**config.mk**
```make
export PLATFORM = sky130hd
export DESIGN_NAME = mem_port_arbiter
export DESIGN_NICKNAME = d
export VERILOG_FILES = /design/src/rtl/mem_port_arbiter.sv
export SDC_FILE = /design/constraint.sdc
export NUM_CORES = 1
export LEC_CHECK = 0
export CELL_PAD_IN_SITES_DETAIL_PLACEMENT = 1
export CELL_PAD_IN_SITES_GLOBAL_PLACEMENT = 1
export CORE_MARGIN = 8
export CORE_UTILIZATION = 30
export CTS_BUF_LIST = sky130_fd_sc_hd__clkbuf_16
export CTS_CLUSTER_SIZE = 10
export DETAILED_ROUTE_END_ITERATION = 8
export PLACE_DENSITY_LB_ADDON = 0.12
export SYNTH_ARGS = -nofsm -noshare
export SYNTH_HDL_FRONTEND = slang
export SYNTH_SLANG_ARGS = --single-unit
```
**constraint.sdc**
```tcl
create_clock -name clk -period 4.7 [get_ports clk]
set_input_delay 0.94 -clock clk [delete_from_list [all_inputs] [get_ports clk]]
set_output_delay 0.94 -clock clk [all_outputs]
set_load 0.005 [all_outputs]
```
**src/rtl/mem_port_arbiter.sv**
```systemverilog
// rtl/mem_port_arbiter.sv - two-requester arbiter and fixed-latency sequencer for the shared memory port
typedef enum logic [1:0] {
  MEM_ACCESS_BYTE = 2'd0,
  MEM_ACCESS_HALF = 2'd1,
  MEM_ACCESS_WORD = 2'd2
} mem_access_t;

typedef logic [3:0] mem_exception_mask_t;

module mem_port_arbiter #(
  parameter int unsigned MEM_LATENCY    = 1,
  parameter bit          FIXED_PRIORITY = 1'b0
) (
  input  logic                clk,
  input  logic                rst,
  input  logic                c_req,
  input  logic [31:0]         c_addr,
  input  logic [31:0]         c_wr_data,
  input  logic                c_wr_ena,
  input  mem_access_t         c_access,
  output logic                c_gnt,
  output logic                c_done,
  output logic [31:0]         c_rd_data,
  output mem_exception_mask_t c_exception,
  input  logic                d_req,
  input  logic [31:0]         d_addr,
  input  logic [31:0]         d_wr_data,
  input  logic                d_wr_ena,
  input  mem_access_t         d_access,
  output logic                d_gnt,
  output logic                d_done,
  output logic [31:0]         d_rd_data,
  output mem_exception_mask_t d_exception,
  output logic [31:0]         mem_addr,
  output logic [31:0]         mem_wr_data,
  output logic                mem_wr_ena,
  output mem_access_t         mem_access,
  input  logic [31:0]         mem_rd_data,
  input  mem_exception_mask_t mem_exception,
  output logic                busy,
  output logic [31:0]         access_count
);

  typedef enum logic [1:0] {S_IDLE, S_ACCESS, S_WAIT, S_RESP} state_t;

  // S_ACCESS and S_RESP each take one cycle, so S_WAIT covers the remaining MEM_LATENCY-1.
  localparam logic [3:0] WAIT_LOAD = (MEM_LATENCY >= 2) ? 4'(MEM_LATENCY - 2) : 4'd0;

  state_t      state, state_nxt;
  logic [3:0]  wait_cnt;
  logic        owner;
  logic        last_owner;
  logic        wr_ena_q;

  always_comb begin
    state_nxt = state;
    c_gnt     = 1'b0;
    d_gnt     = 1'b0;
    case (state)
      S_IDLE: begin
        if (!rst) begin
          // Requester 0 takes a tie when it was not served last or priority is fixed.
          if (c_req && (!d_req || FIXED_PRIORITY || last_owner)) begin
            c_gnt     = 1'b1;
            state_nxt = S_ACCESS;
          end else if (d_req) begin
            d_gnt     = 1'b1;
            state_nxt = S_ACCESS;
          end
        end
      end
      S_ACCESS: state_nxt = (MEM_LATENCY == 1) ? S_RESP : S_WAIT;
      S_WAIT:   if (wait_cnt == 4'd0) state_nxt = S_RESP;
      S_RESP:   state_nxt = S_IDLE;
      default:  state_nxt = S_IDLE;
    endcase
  end

  always_ff @(posedge clk) begin
    if (rst) begin
      state        <= S_IDLE;
      wait_cnt     <= 4'd0;
      owner        <= 1'b0;
      last_owner   <= 1'b1;
      wr_ena_q     <= 1'b0;
      mem_addr     <= 32'd0;
      mem_wr_data  <= 32'd0;
      mem_access   <= MEM_ACCESS_WORD;
      c_done       <= 1'b0;
      d_done       <= 1'b0;
      c_rd_data    <= 32'd0;
      d_rd_data    <= 32'd0;
      c_exception  <= '0;
      d_exception  <= '0;
      access_count <= 32'd0;
    end else begin
      state  <= state_nxt;
      c_done <= 1'b0;
      d_done <= 1'b0;
      case (state)
        S_IDLE: begin
          if (c_gnt || d_gnt) begin
            owner       <= d_gnt;
            mem_addr    <= d_gnt ? d_addr    : c_addr;
            mem_wr_data <= d_gnt ? d_wr_data : c_wr_data;
            wr_ena_q    <= d_gnt ? d_wr_ena  : c_wr_ena;
            mem_access  <= d_gnt ? d_access  : c_access;
          end
        end
        S_ACCESS: wait_cnt <= WAIT_LOAD;
        S_WAIT:   wait_cnt <= wait_cnt - 4'd1;
        S_RESP: begin
          if (owner) begin
            d_rd_data   <= mem_rd_data;
            d_exception <= mem_exception;
            d_done      <= 1'b1;
          end else begin
            c_rd_data   <= mem_rd_data;
            c_exception <= mem_exception;
            c_done      <= 1'b1;
          end
          access_count <= access_count + 32'd1;
          last_owner   <= owner;
        end
        default: ;
      endcase
    end
  end

  assign mem_wr_ena = (state == S_ACCESS) && wr_ena_q;
  assign busy       = (state != S_IDLE);

endmodule

```
# Word-level counts from Yosys, hierarchy flattened

Cells that the tools add are included.

$add $sub $neg: 2
Multiply operators: 0
Divide/modulo/power cells: 0
Order comparisons: 0
Equality and inequality tests: 5
Shift-type cells: 0
Muxes and demuxes: 18
Bitwise operators: 2
Reduce and logical (&&, ||, !) cells: 14

Operators with widths:

| cell                                                 | number |
|---|---|
| two-way mux 32 bit                                   | 2 |
| adder 32 x 1 -> 32 bit (second input constant)       | 1 |
| two-way mux 1 bit                                    | 10 |
| two-way mux 2 bit                                    | 4 |
| case mux 2 bit (4 select lines)                      | 1 |
| case mux 4 bit (2 select lines)                      | 1 |
| AND reduction 2 bit                                  | 4 |
| equality test 2 bit (second input constant)          | 2 |
| zero test 4 bit                                      | 1 |
| nonzero test 2 bit                                   | 2 |
| subtractor 4 x 1 -> 4 bit (second input constant)    | 1 |
| inequality test 3 bit (second input constant)        | 1 |
| equality test 2 x 1 -> 1 bit (second input constant) | 1 |
| logical AND 1 bit                                    | 2 |
| zero test 2 bit                                      | 1 |
| logical OR 1 bit                                     | 2 |
| inequality test 2 bit (second input constant)        | 1 |
| inverter 1 bit                                       | 2 |
| OR reduction 2 bit                                   | 1 |
| zero test 1 bit                                      | 1 |

Flip-flop bits (word level): 181
Latch bits: 0
Bits in writable memories: 0
Memory bits (read-only): 0
Input bits: 174
Output and inout port bits: 176
Word-level logic and storage cells: 56
Memories: 0

# Longest topological paths before layout

Depth in word-level cells: 8
Mapped depth: 9
Gate-level depth less buffers: 6

# Least setup slack after synthesis

No wires, ideal clock.

Kind: input -> output
Start: input rst
End: output d_gnt
Arrival: 1643 ps
Data required time: 3760 ps
Slack: 2117 ps
Stages: 4
Path buffers: 2
Cells stage by stage: nor2b_1 and3_1 clkbuf_1 clkbuf_1

Longest elaborated chain between the ends: 2

RTL lines:

| item              | line | source |
|---|---|---|
| start, declared   | 15   | `input logic rst,` |
| two-way mux 1 bit | 61   | `if (!rst) begin` |
| two-way mux 1 bit | 59   | `case (state)` |
| end, declared     | 30   | `output logic d_gnt,` |

Every way passes these cells.

# Final worst setup path

Start: input d_req
End: output d_gnt

Longest elaborated chain between the ends: 6
Elaborated cells on any way between the ends: 7
Classes of those cells: 4 x mux; 3 x reduce/logical

RTL lines:

| item                | line | source |
|---|---|---|
| start, declared     | 25   | `input logic d_req,` |
| zero test 1 bit     | 63   | `if (c_req && (!d_req \|\| FIXED_PRIORITY \|\| last_owner)) begin` |
| logical OR 1 bit    | 63   |  |
| logical AND 1 bit   | 63   |  |
| two-way mux 1 bit * | 63   |  |
| two-way mux 1 bit * | 61   |  |
| two-way mux 1 bit * | 59   |  |

Every way passes the cells marked *; elsewhere a longest branch is shown, timed or not.

==> results.tsv <==
metric	value	unit
clk_pin_slew_worst_paths	0.06	ns
dp.final_hpwl	20500	um
p_total	3.80	mW
clockRootBuffer	clkbuf_16	
rows	54	
avgSynthCellArea	9.50	sq um
endpoint_kind	output pin	
cp.required	3.76	ns
max_freq	300	MHz
yosysMostFrequentCell	dfxtp_1	
rr_startpoint	state[0]	
cts_tree	done	
initial_core_util	30.6	%
htreeDepth	4	
fin_crit	3.33	ns
numCtsBuffers	17	
holdPathStages	2	
min_from	c_rd_data[5]	
min_to	c_rd_data[5]	
wire_per_inst	21.5	um
outcome	complete, no violations	
worst_r2r_endpoint	access_count[21]	
final_hold_viol_count	0	
start_kind	input port	
max-cap-violations	0	
die_w	165	um
synth.net_count	885	
yosysWarnings	0	
vdd_drop_max	0.000180	V
die_height	165	um
syn-cell-area	0.00669	sq mm
power.density	345	mW/mm^2
relSlewSlack	25.7	%
io_buffers	349	
ys.flop_type	dfxtp_1	
ctsHoldBuffers	0	
clock-sinks	181	
cts_setup_buffers	0	
yosysSeqAreaShare	54.2	%
ant_nets	0	
hold_path_class	reg2reg	
holdWs	0.454	ns
synth_cell_type_count	39	
die-area	0.0273	sq mm
finalSetupTns	0	ns
dr.pass1.iters	9	
drt-initial-drc-count	508	
syn_inst	704	
grt_pass1_vias	7225	
post_dp_cell_area	0.0104	sq mm
clock_latency	0.43	ns
setup_viol	0	
setup_ws	1.37	ns
synth-edff-count	0	
synth_top_area_cell	dfxtp_1	
drive_above_1_share	4.73	%
drt_wl_total	28400	um
synthTopCellsByCount	dfxtp_1 (181), nand2_1 (86), nor2_1 (85)	
place_congestion	0.753	
final_core_util	50.5	%
reg2reg_depth	5	
grt_max_degree	78	
fin_crit_sh	70.9	%
crit_fanout	4	
cts_buffer_depth	2	
coreArea	0.0218	sq mm
slew_viol_final	0	
nets	1204	
tightest_slew	1.11	ns
post-place-ws	1.35	ns
antenna_found_initial	5	
dp_cells	1284	
synth.top_cell.area_share	54.2	%
fin_cells	1321	
vias	6811	
drc_errors	0	
grt.overflow.total	0	
area_delta_synth_final	64.7	%
ys_seq_elements	181	
synth.area.top_cells	dfxtp_1 (54%), a222oi_1 (9.9%), nand2_1 (4.8%)	
final_cell_area	0.0110	sq mm
power_leakage	3.85	nW
io-pin-count	350	
rsz0062_at_grt	no	
ctsResizeCount	0	
async_flop_share	0	%
arrival	2.39	ns
crit_type	in2out	
rrSetupSlack	2.05	ns
grt_util_all_layers	20.2	%
grt_first_pass_wirelength	42600	um
avgViaCountPerCell	5.16	
fin_skew	0.0143	ns
## worst max-delay path by stage
stage,cells past startpoint,startpoint,end
2_1_floorplan,4,rst,d_gnt
3_3_place_gp,3,d_req,d_gnt
3_5_place_dp,3,d_req,d_gnt
4_1_cts,3,d_req,d_gnt
5_1_grt,3,d_req,d_gnt
6_report,3,d_req,d_gnt
## logic make-up (layout without fill, tap and decap cells)
logic type / count (synthesis) / in the layout / synth area share, %
simple gates: 241 / 241 / 16.6
fa+ha+maj: 7 / 7 / 1.31
buf+inv: 70 / 402 / 4.16
mux: 4 / 4 / 0.618
other cells: 0 / 5 / 0
xor+xnor: 10 / 10 / 1.31
compound gates: 191 / 191 / 21.8
flops: 181 / 181 / 54.2
## critical path, stage by stage
cell	delay (ns)
clkdlybuf4s50_1	0.62
and3_2	0.31
clkdlybuf4s50_1	0.52
## final cells by class
class / count / area (sq um)
clock buffers: 17 / 425
multi-input cells: 453 / 2820
well taps: 280 / 350
repair buffers: 357 / 3550
diodes: 5 / 12.5
inverters: 13 / 48.8
clock inverters: 15 / 175
flip-flops and latches: 181 / 3620
fillers: 2416 / 10800
## flip-flops by register name, indices dropped and copies added, names as in the netlist, 2 cells and up
signal and cells:
access_count 32, c_rd_data 32, d_rd_data 32, mem_addr 32
mem_wr_data 32, c_exception 4, d_exception 4, wait_cnt 4
mem_access 2, state 2
## routing by layer
layer	global-route usage, %	vias up	part of all wire [%]
met1	22.0	3298	38
met3	8.21	34	9.6
met2	34.2	230	50
met5	0	-	0.046
met4	8.15	2	2.3
li1	-	3247	-
## report_power, final
part           total (mW)  internal (mW)  leakage (nW)  switching, mW
Combinational       0.647          0.361          2.09          0.286
Clock                1.48          0.841         0.295          0.640
Sequential           1.67           1.62          1.47         0.0515
Total                3.80           2.82          3.85          0.977
## cell usage in the layout (no fill, tap or decap), drive strengths merged, types with 2 or more instances in the layout
cell type,count
clkinv,6
clkdlybuf4s50,348
nand4,8
or3,10
nand2b,4
nand2,86
a21oi,62
buf,9
or4,15
nor3,5
and3,6
nand3b,2
a22o,36
inv,18
mux2i,3
xnor2,7
ha,7
nor2,85
o21ai,13
o31ai,11
clkbuf,17
nand3,12
diode,5
a222oi,66
nor2b,2
dfxtp,181
bufinv,3
xor2,3
(Power assumes the default switching activity.)
